File: src/rtl/jux_axi_burst_master.sv
`default_nettype none
// ============================================================================
// Module   : jux_axi_burst_master
// Purpose  : Single-outstanding AXI3/AXI4 burst master. A command (write or
//            read burst) is taken on cmd_valid/cmd_ready. The address phase is
//            issued on AW or AR. The data phase is a combinational pass-through
//            between the local wd_*/rd_* streams and the AXI W/R channels.
//            On completion a one-cycle done pulse reports the response and a
//            protocol-error flag.
// Ports    : clk, rstn (async, active-low)
//            cmd_*   : command handshake (write, addr, len, burst, id)
//            wd_*    : local write-data stream in  (valid/ready/data/strb)
//            rd_*    : local read-data stream out  (valid/ready/data/last)
//            done, done_resp, done_err : completion status
//            aw*/w*/b*/ar*/r* : AXI master channels
// Revision : 1.0 - initial release
// ============================================================================
module jux_axi_burst_master #(
   parameter int DATA_WIDTH = 2,
   parameter int ADDR_WIDTH = 32,
   parameter int ID_WIDTH   = 4,
   parameter int AXI4       = 1,
   localparam int LW        = (AXI4 != 0) ? 8 : 4,
   localparam int DB        = 8 << DATA_WIDTH
) (
   input  logic                  clk,
   input  logic                  rstn,
   // command
   input  logic                  cmd_valid,
   output logic                  cmd_ready,
   input  logic                  cmd_write,
   input  logic [ADDR_WIDTH-1:0] cmd_addr,
   input  logic [LW-1:0]         cmd_len,
   input  logic [1:0]            cmd_burst,
   input  logic [ID_WIDTH-1:0]   cmd_id,
   // local write data
   input  logic                  wd_valid,
   output logic                  wd_ready,
   input  logic [DB-1:0]         wd_data,
   input  logic [DB/8-1:0]       wd_strb,
   // local read data
   output logic                  rd_valid,
   input  logic                  rd_ready,
   output logic [DB-1:0]         rd_data,
   output logic                  rd_last,
   // completion
   output logic                  done,
   output logic [1:0]            done_resp,
   output logic                  done_err,
   // AXI AW
   output logic [ADDR_WIDTH-1:0] awaddr,
   output logic [2:0]            awsize,
   output logic [1:0]            awburst,
   output logic [ID_WIDTH-1:0]   awid,
   output logic [LW-1:0]         awlen,
   output logic                  awvalid,
   input  logic                  awready,
   // AXI W
   output logic [DB-1:0]         wdata,
   output logic [DB/8-1:0]       wstrb,
   output logic                  wlast,
   output logic                  wvalid,
   input  logic                  wready,
   // AXI B
   input  logic [ID_WIDTH-1:0]   bid,
   input  logic [1:0]            bresp,
   input  logic                  bvalid,
   output logic                  bready,
   // AXI AR
   output logic [ADDR_WIDTH-1:0] araddr,
   output logic [2:0]            arsize,
   output logic [1:0]            arburst,
   output logic [ID_WIDTH-1:0]   arid,
   output logic [LW-1:0]         arlen,
   output logic                  arvalid,
   input  logic                  arready,
   // AXI R
   input  logic [DB-1:0]         rdata,
   input  logic [ID_WIDTH-1:0]   rid,
   input  logic [1:0]            rresp,
   input  logic                  rlast,
   input  logic                  rvalid,
   output logic                  rready
);

   typedef enum logic [2:0] {
      S_IDLE = 3'd0,
      S_AW   = 3'd1,
      S_W    = 3'd2,
      S_B    = 3'd3,
      S_AR   = 3'd4,
      S_R    = 3'd5
   } state_t;

   state_t                r_state;
   logic [LW-1:0]         r_beat;
   logic [LW-1:0]         r_len;
   logic [ADDR_WIDTH-1:0] r_addr;
   logic [1:0]            r_burst;
   logic [ID_WIDTH-1:0]   r_id;
   logic                  r_done;
   logic [1:0]            r_done_resp;
   logic                  r_done_err;
   logic [1:0]            r_rresp_acc;   // first non-OKAY rresp seen so far
   logic                  r_rerr_acc;    // sticky read protocol error

   logic                  w_last_beat;
   logic                  w_w_hs;
   logic                  w_r_hs;
   logic                  w_rbeat_err;
   logic [1:0]            w_rresp_next;

   // ---------------------------------------------------------------------
   // Outputs decoded from the registered state; the data channels are
   // straight pass-throughs gated by the current state.
   // ---------------------------------------------------------------------
   assign cmd_ready = (r_state == S_IDLE);

   assign awaddr  = r_addr;
   assign awsize  = 3'(DATA_WIDTH);
   assign awburst = r_burst;
   assign awid    = r_id;
   assign awlen   = r_len;
   assign awvalid = (r_state == S_AW);

   assign araddr  = r_addr;
   assign arsize  = 3'(DATA_WIDTH);
   assign arburst = r_burst;
   assign arid    = r_id;
   assign arlen   = r_len;
   assign arvalid = (r_state == S_AR);

   assign w_last_beat = (r_beat == r_len);

   assign wvalid   = (r_state == S_W) & wd_valid;
   assign wd_ready = (r_state == S_W) & wready;
   assign wdata    = wd_data;
   assign wstrb    = wd_strb;
   assign wlast    = (r_state == S_W) & w_last_beat;

   assign bready   = (r_state == S_B);

   // rready follows the local consumer, so an unconsumed beat stays on the
   // R channel instead of being lost.
   assign rready   = (r_state == S_R) & rd_ready;
   assign rd_valid = (r_state == S_R) & rvalid;
   assign rd_data  = rdata;
   assign rd_last  = rlast;

   assign done      = r_done;
   assign done_resp = r_done_resp;
   assign done_err  = r_done_err;

   assign w_w_hs = wvalid & wready;
   assign w_r_hs = rvalid & rready;

   // Wrong ID, or rlast disagreeing with the beat count, marks the burst bad.
   assign w_rbeat_err  = (rid != r_id) | (rlast != w_last_beat);
   assign w_rresp_next = (r_rresp_acc != 2'b00) ? r_rresp_acc : rresp;

   always_ff @(posedge clk or negedge rstn) begin
      if (!rstn) begin
         r_state     <= S_IDLE;
         r_beat      <= '0;
         r_len       <= '0;
         r_addr      <= '0;
         r_burst     <= 2'b00;
         r_id        <= '0;
         r_done      <= 1'b0;
         r_done_resp <= 2'b00;
         r_done_err  <= 1'b0;
         r_rresp_acc <= 2'b00;
         r_rerr_acc  <= 1'b0;
      end else begin
         r_done <= 1'b0;
         case (r_state)
            S_IDLE: begin
               if (cmd_valid) begin
                  r_addr      <= cmd_addr;
                  r_len       <= cmd_len;
                  r_burst     <= cmd_burst;
                  r_id        <= cmd_id;
                  r_rresp_acc <= 2'b00;
                  r_rerr_acc  <= 1'b0;
                  r_state     <= cmd_write ? S_AW : S_AR;
               end
            end
            S_AW: begin
               if (awready) begin
                  r_beat  <= '0;
                  r_state <= S_W;
               end
            end
            S_W: begin
               if (w_w_hs) begin
                  if (w_last_beat) begin
                     r_state <= S_B;
                  end else begin
                     r_beat <= r_beat + LW'(1);
                  end
               end
            end
            S_B: begin
               if (bvalid) begin
                  r_done      <= 1'b1;
                  r_done_resp <= bresp;
                  r_done_err  <= (bid != r_id);
                  r_state     <= S_IDLE;
               end
            end
            S_AR: begin
               if (arready) begin
                  r_beat  <= '0;
                  r_state <= S_R;
               end
            end
            S_R: begin
               if (w_r_hs) begin
                  r_rresp_acc <= w_rresp_next;
                  r_rerr_acc  <= r_rerr_acc | w_rbeat_err;
                  if (w_last_beat) begin
                     r_done      <= 1'b1;
                     r_done_resp <= w_rresp_next;
                     r_done_err  <= r_rerr_acc | w_rbeat_err;
                     r_state     <= S_IDLE;
                  end else begin
                     r_beat <= r_beat + LW'(1);
                  end
               end
            end
            default: r_state <= S_IDLE;
         endcase
      end
   end

endmodule
`default_nettype wire

File: config.mk
export PLATFORM = sky130hd
export DESIGN_NAME = jux_axi_burst_master
export DESIGN_NICKNAME = d
export VERILOG_FILES = /design/src/rtl/jux_axi_burst_master.sv
export SDC_FILE = /design/constraint.sdc
export NUM_CORES = 1
export LEC_CHECK = 0
export CELL_PAD_IN_SITES_DETAIL_PLACEMENT = 0
export CELL_PAD_IN_SITES_GLOBAL_PLACEMENT = 2
export CORE_MARGIN = 2
export CORE_UTILIZATION = 17
export CTS_CLUSTER_SIZE = 24
export DETAILED_ROUTE_END_ITERATION = 8
export PLACE_DENSITY_LB_ADDON = 0.1
export SYNTH_ARGS = -nofsm -noshare
export SYNTH_HDL_FRONTEND = slang
export SYNTH_SLANG_ARGS = --single-unit
File: constraint.sdc
create_clock -name clk -period 1.9 [get_ports clk]
set_input_delay 0.19 -clock clk [delete_from_list [all_inputs] [get_ports clk]]
set_output_delay 0.19 -clock clk [all_outputs]
set_load 0.005 [all_outputs]
* Yosys cells after proc, flatten, opt, wreduce, memory -nomap -nowiden
Index checks and enable logic that the tools add are counted.
Word-level totals: register bits after elaboration 64, bits of input ports 138, output and inout port bits 180, word-level logic and storage cells 83
Cells by class: $add $sub $neg 1, equal/unequal tests 17, muxes and demuxes 35, bitwise logic cells 9, reduce and logical (&&, ||, !) cells 10
Operator list (count):
- 2-to-1 mux 8 bit | 5
- case mux 8 bit (4 select lines) | 1
- 2-to-1 mux 3 bit | 9
- case mux 3 bit (6 select lines) | 1
- 2-to-1 mux 2 bit | 6
- inequality test 2 bit (second input constant) | 6
- adder 8 x 1 -> 8 bit (second input constant) | 1
- == test 8 bit | 1
- 2-to-1 mux 1 bit | 8
- inequality test 4 bit | 2
- case mux 2 bit (2 select lines) | 2
- AND reduction 8 bit | 1
- bitwise AND 1 bit | 7
- == test 3 x 2 -> 1 bit (second input constant) | 2
- == test 3 bit (second input constant) | 2
- case mux 1 bit (2 select lines) | 3
- nonzero test 2 bit | 3
- AND reduction 5 bit | 1
- inequality test 2 x 1 -> 1 bit (second input constant) | 2
- AND reduction 4 bit | 1
- nonzero test 4 bit | 1
- == test 3 x 1 -> 1 bit (second input constant) | 1
- logical NOT 3 bit | 1
- AND reduction 3 bit | 1
- other kinds (3) | 4

* Longest topological paths before layout
depth after elaboration 7, mapped depth 8, mapped depth without buffers 5

* Worst setup path after synthesis
Ideal clock, no wire load.
kind register to register, from register r_len[6], in the netlist arlen[6], to register r_state[0], library setup time 125 ps, data arrival time 1639 ps, data required time 1775 ps, slack 136 ps, cell stages (with the launch flop) 6, path buffers 0, clock period less this slack 1764 ps, cell sequence dfrtp_1 -> xor2_1 -> nor4_4 -> a21oi_2 -> nor3_2 -> mux2_2
Between the ends: longest elaborated chain between the ends 3, elaborated cells on any way between the ends 4
Ends and longest elaborated chain:
- from (decl) | line 97 | logic [LW-1:0] r_len;
- from (signal assigned) | line 180 | r_len <= cmd_len;
- == test 8 bit (*) | line 133 | assign w_last_beat = (r_beat == r_len);
- inequality test 2 bit (no source line)
- AND reduction 8 bit (no source line) (*)
- to (signal assigned) | line 185 | r_state <= cmd_write ? S_AW : S_AR;
- to (decl) | line 95 | state_t r_state;
Mark *: on every way between the ends. The rest lies on a longest branch, timed or not. A chain may end at the register's enable or synchronous reset.

* Worst setup path in the final report
from register r_state[1], to register r_state[0]
Between the ends: longest elaborated chain between the ends 5, elaborated cells on any way between the ends 20
Ends and longest elaborated chain (line):
- == test 3 x 2 -> 1 bit / == test 3 bit (equally long branches) | 135, 176, 145
- bitwise AND 1 bit (on tied branches) | 135, 145
- bitwise AND 1 bit (on tied branches) | 154, 155
- inequality test 2 bit (no source line)
- AND reduction 8 bit (no source line)
Several ways; a longest one is shown, not always the timed one.

==> metrics.cfg <==
[outcome]
status = finished, final reports clean

[synth]
synth-adder-area-share = 0.00314
synthSimpleGateAreaFrac = 0.231
yosysSeqAreaShare = 0.402
synth_mux_area_frac = 0.0141
synth_area_per_cell_um2 = 8.68
synth_top_family_by_area = buffers and inverters
synth-edff-count = 0
postSynthCellCount = 459
synth.distinct_cells = 49
synth_compound_area_frac = 0.0594
synth_seq_cells = 64
yosysWarningCount = 0
async_flop_share = 1.00
synth_xor_area_frac = 0.0352
synth_ff_type = dfrtp_1
synthesis.area_um2 = 3980

[finish]
layout.nets = 709
synthToLayoutAreaGrowth_pct = 52.4
drive_gt1_frac = 0.176

[setup_path]
cp-end-kind = flop
crit_fanout = 5
path_cells = buf_4, buf_4, or3_1, a21oi_1, nor3_4, mux2_2
required_ps = 2110
worstSetupStartpointType = flop
crit_arrival_ps = 2070
rrSetupSlack_ps = 50
critPathMaxStageDelay_ps = 420
cpMaxStageDelayCell = dfrtp_1
crit_top_cell = buf_4
reg2regPathDepth = 6
crit_type = flop to flop
r2r_start = r_state[1]
timing.rr.end = r_state[0]

[timing]
fin_crit_sh = 0.976
setup_ws_ps = 45.3
setup-violations-final = 0
tns_ps = 0
worst_slew_pin_slew_ps = 539
post-route-min-period_ps = 1850
finalHoldViolations = 0
slew_viol_final = 0
rsz0062_at_grt = true
fin_hold_ws_ps = 380
slew_headroom = 0.641
fmax_mhz = 539
finClkSkew_ps = 6.99

[global_route]
grt_usage = 0.103
grt_overflow = 0
grt_max_degree = 36
grt_pass1_vias = 3320
grt_pass1_wl_um = 19200
antenna_found_initial = 1

[drt]
viasPerCell = 3.66
num_vias = 3271
routedWlPerCell_um = 14.3
drtAntennaViolNets = 0
drc = 0
drtIter0Drc = 81
detail_route.wirelength_um = 12800
drtPass1Iterations = 4

[cts]
cts_buffer_depth = 2
cts-root-buf = clkbuf_16
clock_sinks = 64
path_clk_slew_ps = 50
h-tree-depth = 3
insertion_delay_ps = 330
cts_tree = yes
cts_buffers = 9

[min_path]
min_path_type = input pin to output pin
hp-start = rdata[19]
hold_end = rd_data[19]
hold_depth = 0

[floorplanning]
num_rows = 56
die_area_um2 = 24700
core_um2 = 23300
dieWidth_um = 157
fp.dieH_um = 157
io_pins = 318
initial_core_util = 0.171

[placement]
place_congestion = 0.711
dp_hpwl_um = 9670
dp_slack_ps = -36.7
portBuffers = 175

[power]
irDropWorstVdd_v = 0.000657
power_leakage_nw = 2.81
p_per_area_nw_per_um2 = 1540

[job]
max-cap-violations = 0

==> per-stage QoR <==
step / total power [mW] / cell area (um^2) / utilization / cells
2_1_floorplan: 4.78 / 4000 / - / 463
3_3_place_gp: 7.21 / 5520 / 0.237 / 866
3_5_place_dp: 7.21 / 5520 / 0.237 / 866
4_1_cts: 9.42 / 5980 / 0.257 / 891
5_1_grt: 10.2 / 6070 / 0.261 / 893
6_report: 9.37 / 6070 / 0.261 / 894
==> per-layer routing <==
metal  part of all wire  global-route usage  up-vias  routed length (um)
li1                   -                   -     1577                   -
met1               0.47               0.135     1515                5960
met2               0.45               0.161      153                5700
met3              0.072              0.0267       26                 917
met4              0.017              0.0398        0                 221
met5                  0                   0        -                   0
==> critical path: cells and delay by family, from the launching register on <==
kind / cells / cell delay, ps
AOI/OAI and AO/OA: 1 / 300
buffers and inverters: 2 / 280
DFF: 1 / 420
muxes: 1 / 270
and+or+nand+nor: 2 / 470
==> kinds of logic after synthesis <==
group / after synthesis
AND/OR/NAND/NOR: 200
buffers and inverters: 138
flip-flops: 64
AO/OA/AOI/OAI: 33
XOR/XNOR: 16
multiplexers: 5
other: 2
adder cells (fa/ha/maj): 1
==> cells in the mapped netlist, types with 2 or more instances <==
master / instances / area [um^2]
conb_1: 2 / 7.51
xor2_1: 14 / 123
inv_1: 4 / 15.0
nor3_1: 3 / 15.0
a221o_1: 2 / 20.0
nor4_4: 2 / 42.5
nand3_1: 6 / 30.0
nand3b_1: 3 / 22.5
clkbuf_1: 2 / 7.51
o21ai_0: 5 / 25.0
buf_2: 7 / 35.0
xnor2_1: 2 / 17.5
a21oi_1: 8 / 40.0
nand2_1: 146 / 548
buf_4: 122 / 916
a21oi_2: 2 / 17.5
and3_1: 5 / 31.3
dfrtp_1: 64 / 1600
a22o_1: 3 / 26.3
mux2_2: 5 / 56.3
and3b_1: 6 / 52.6
and2_1: 5 / 31.3
nor2b_1: 2 / 12.5
or3_1: 2 / 12.5
o22a_1: 3 / 26.3
nor2_1: 9 / 33.8
buf_6: 3 / 33.8
==> power breakdown <==
| part | leakage (nW) | internal, mW | switching (mW) |
|---|---|---|---|
| combinational | 1.83 | 3.02 | 1.99 |
| clock | 0.168 | 1.29 | 0.634 |
| sequential | 0.812 | 1.94 | 0.495 |
==> registers in the layout, summed over array words and instances, names as in the netlist <==
register	cells
arid	4
r_rerr_acc	1
araddr	32
done_err	1
done_resp	2
arlen	8
r_rresp_acc	2
arburst	2
r_beat	8
r_state	3
done	1
==> placed cells by master (no fill, tap or decap), types with 5 or more instances in the layout <==
cell / instances
a21oi_1: 8
and3b_1: 5
buf_4: 49
clkbuf_16: 9
clkdlybuf4s50_1: 165
conb_1: 6
dfrtp_1: 61
dlygate4sd2_1: 5
nand2_1: 144
nand3_1: 6
nor2_1: 5
o21ai_0: 5
xor2_1: 13
==> layout make-up <==
class,count,area (um^2)
tap,319,399
multi-input combinational,261,1500
timing repair buffer,230,2210
inverter,4,15.0
antenna,1,2.50
sequential,64,1610
fill,2524,17200
clock inverter,2,60.1
clock buffer,13,280
==> worst max path at each step <==
stage                     slack, ps  startpoint            to  depth (start not counted)
after floorplan                 140    arlen[6]    r_state[0]                          5
after global placement           -5    arlen[6]     r_beat[0]                          6
after detailed placement        -40    arlen[6]     r_beat[0]                          6
after CTS                       -50    arlen[2]         wlast                          4
after global routing            -40    arlen[7]  done_resp[0]                          7
final                            50  r_state[1]    r_state[0]                          6
==> timing repair <==
action | 4_1_cts | 5_1_grt
hold buffers | 1 | 0
setup endpoints to repair | 15 | 18
setup buffers | 9 | 3
gates resized for setup | 18 | 21
pin swaps | 5 | 6
hold endpoints to repair | 34 | 0
No activity file was read; power rests on OpenSTA's default activity.
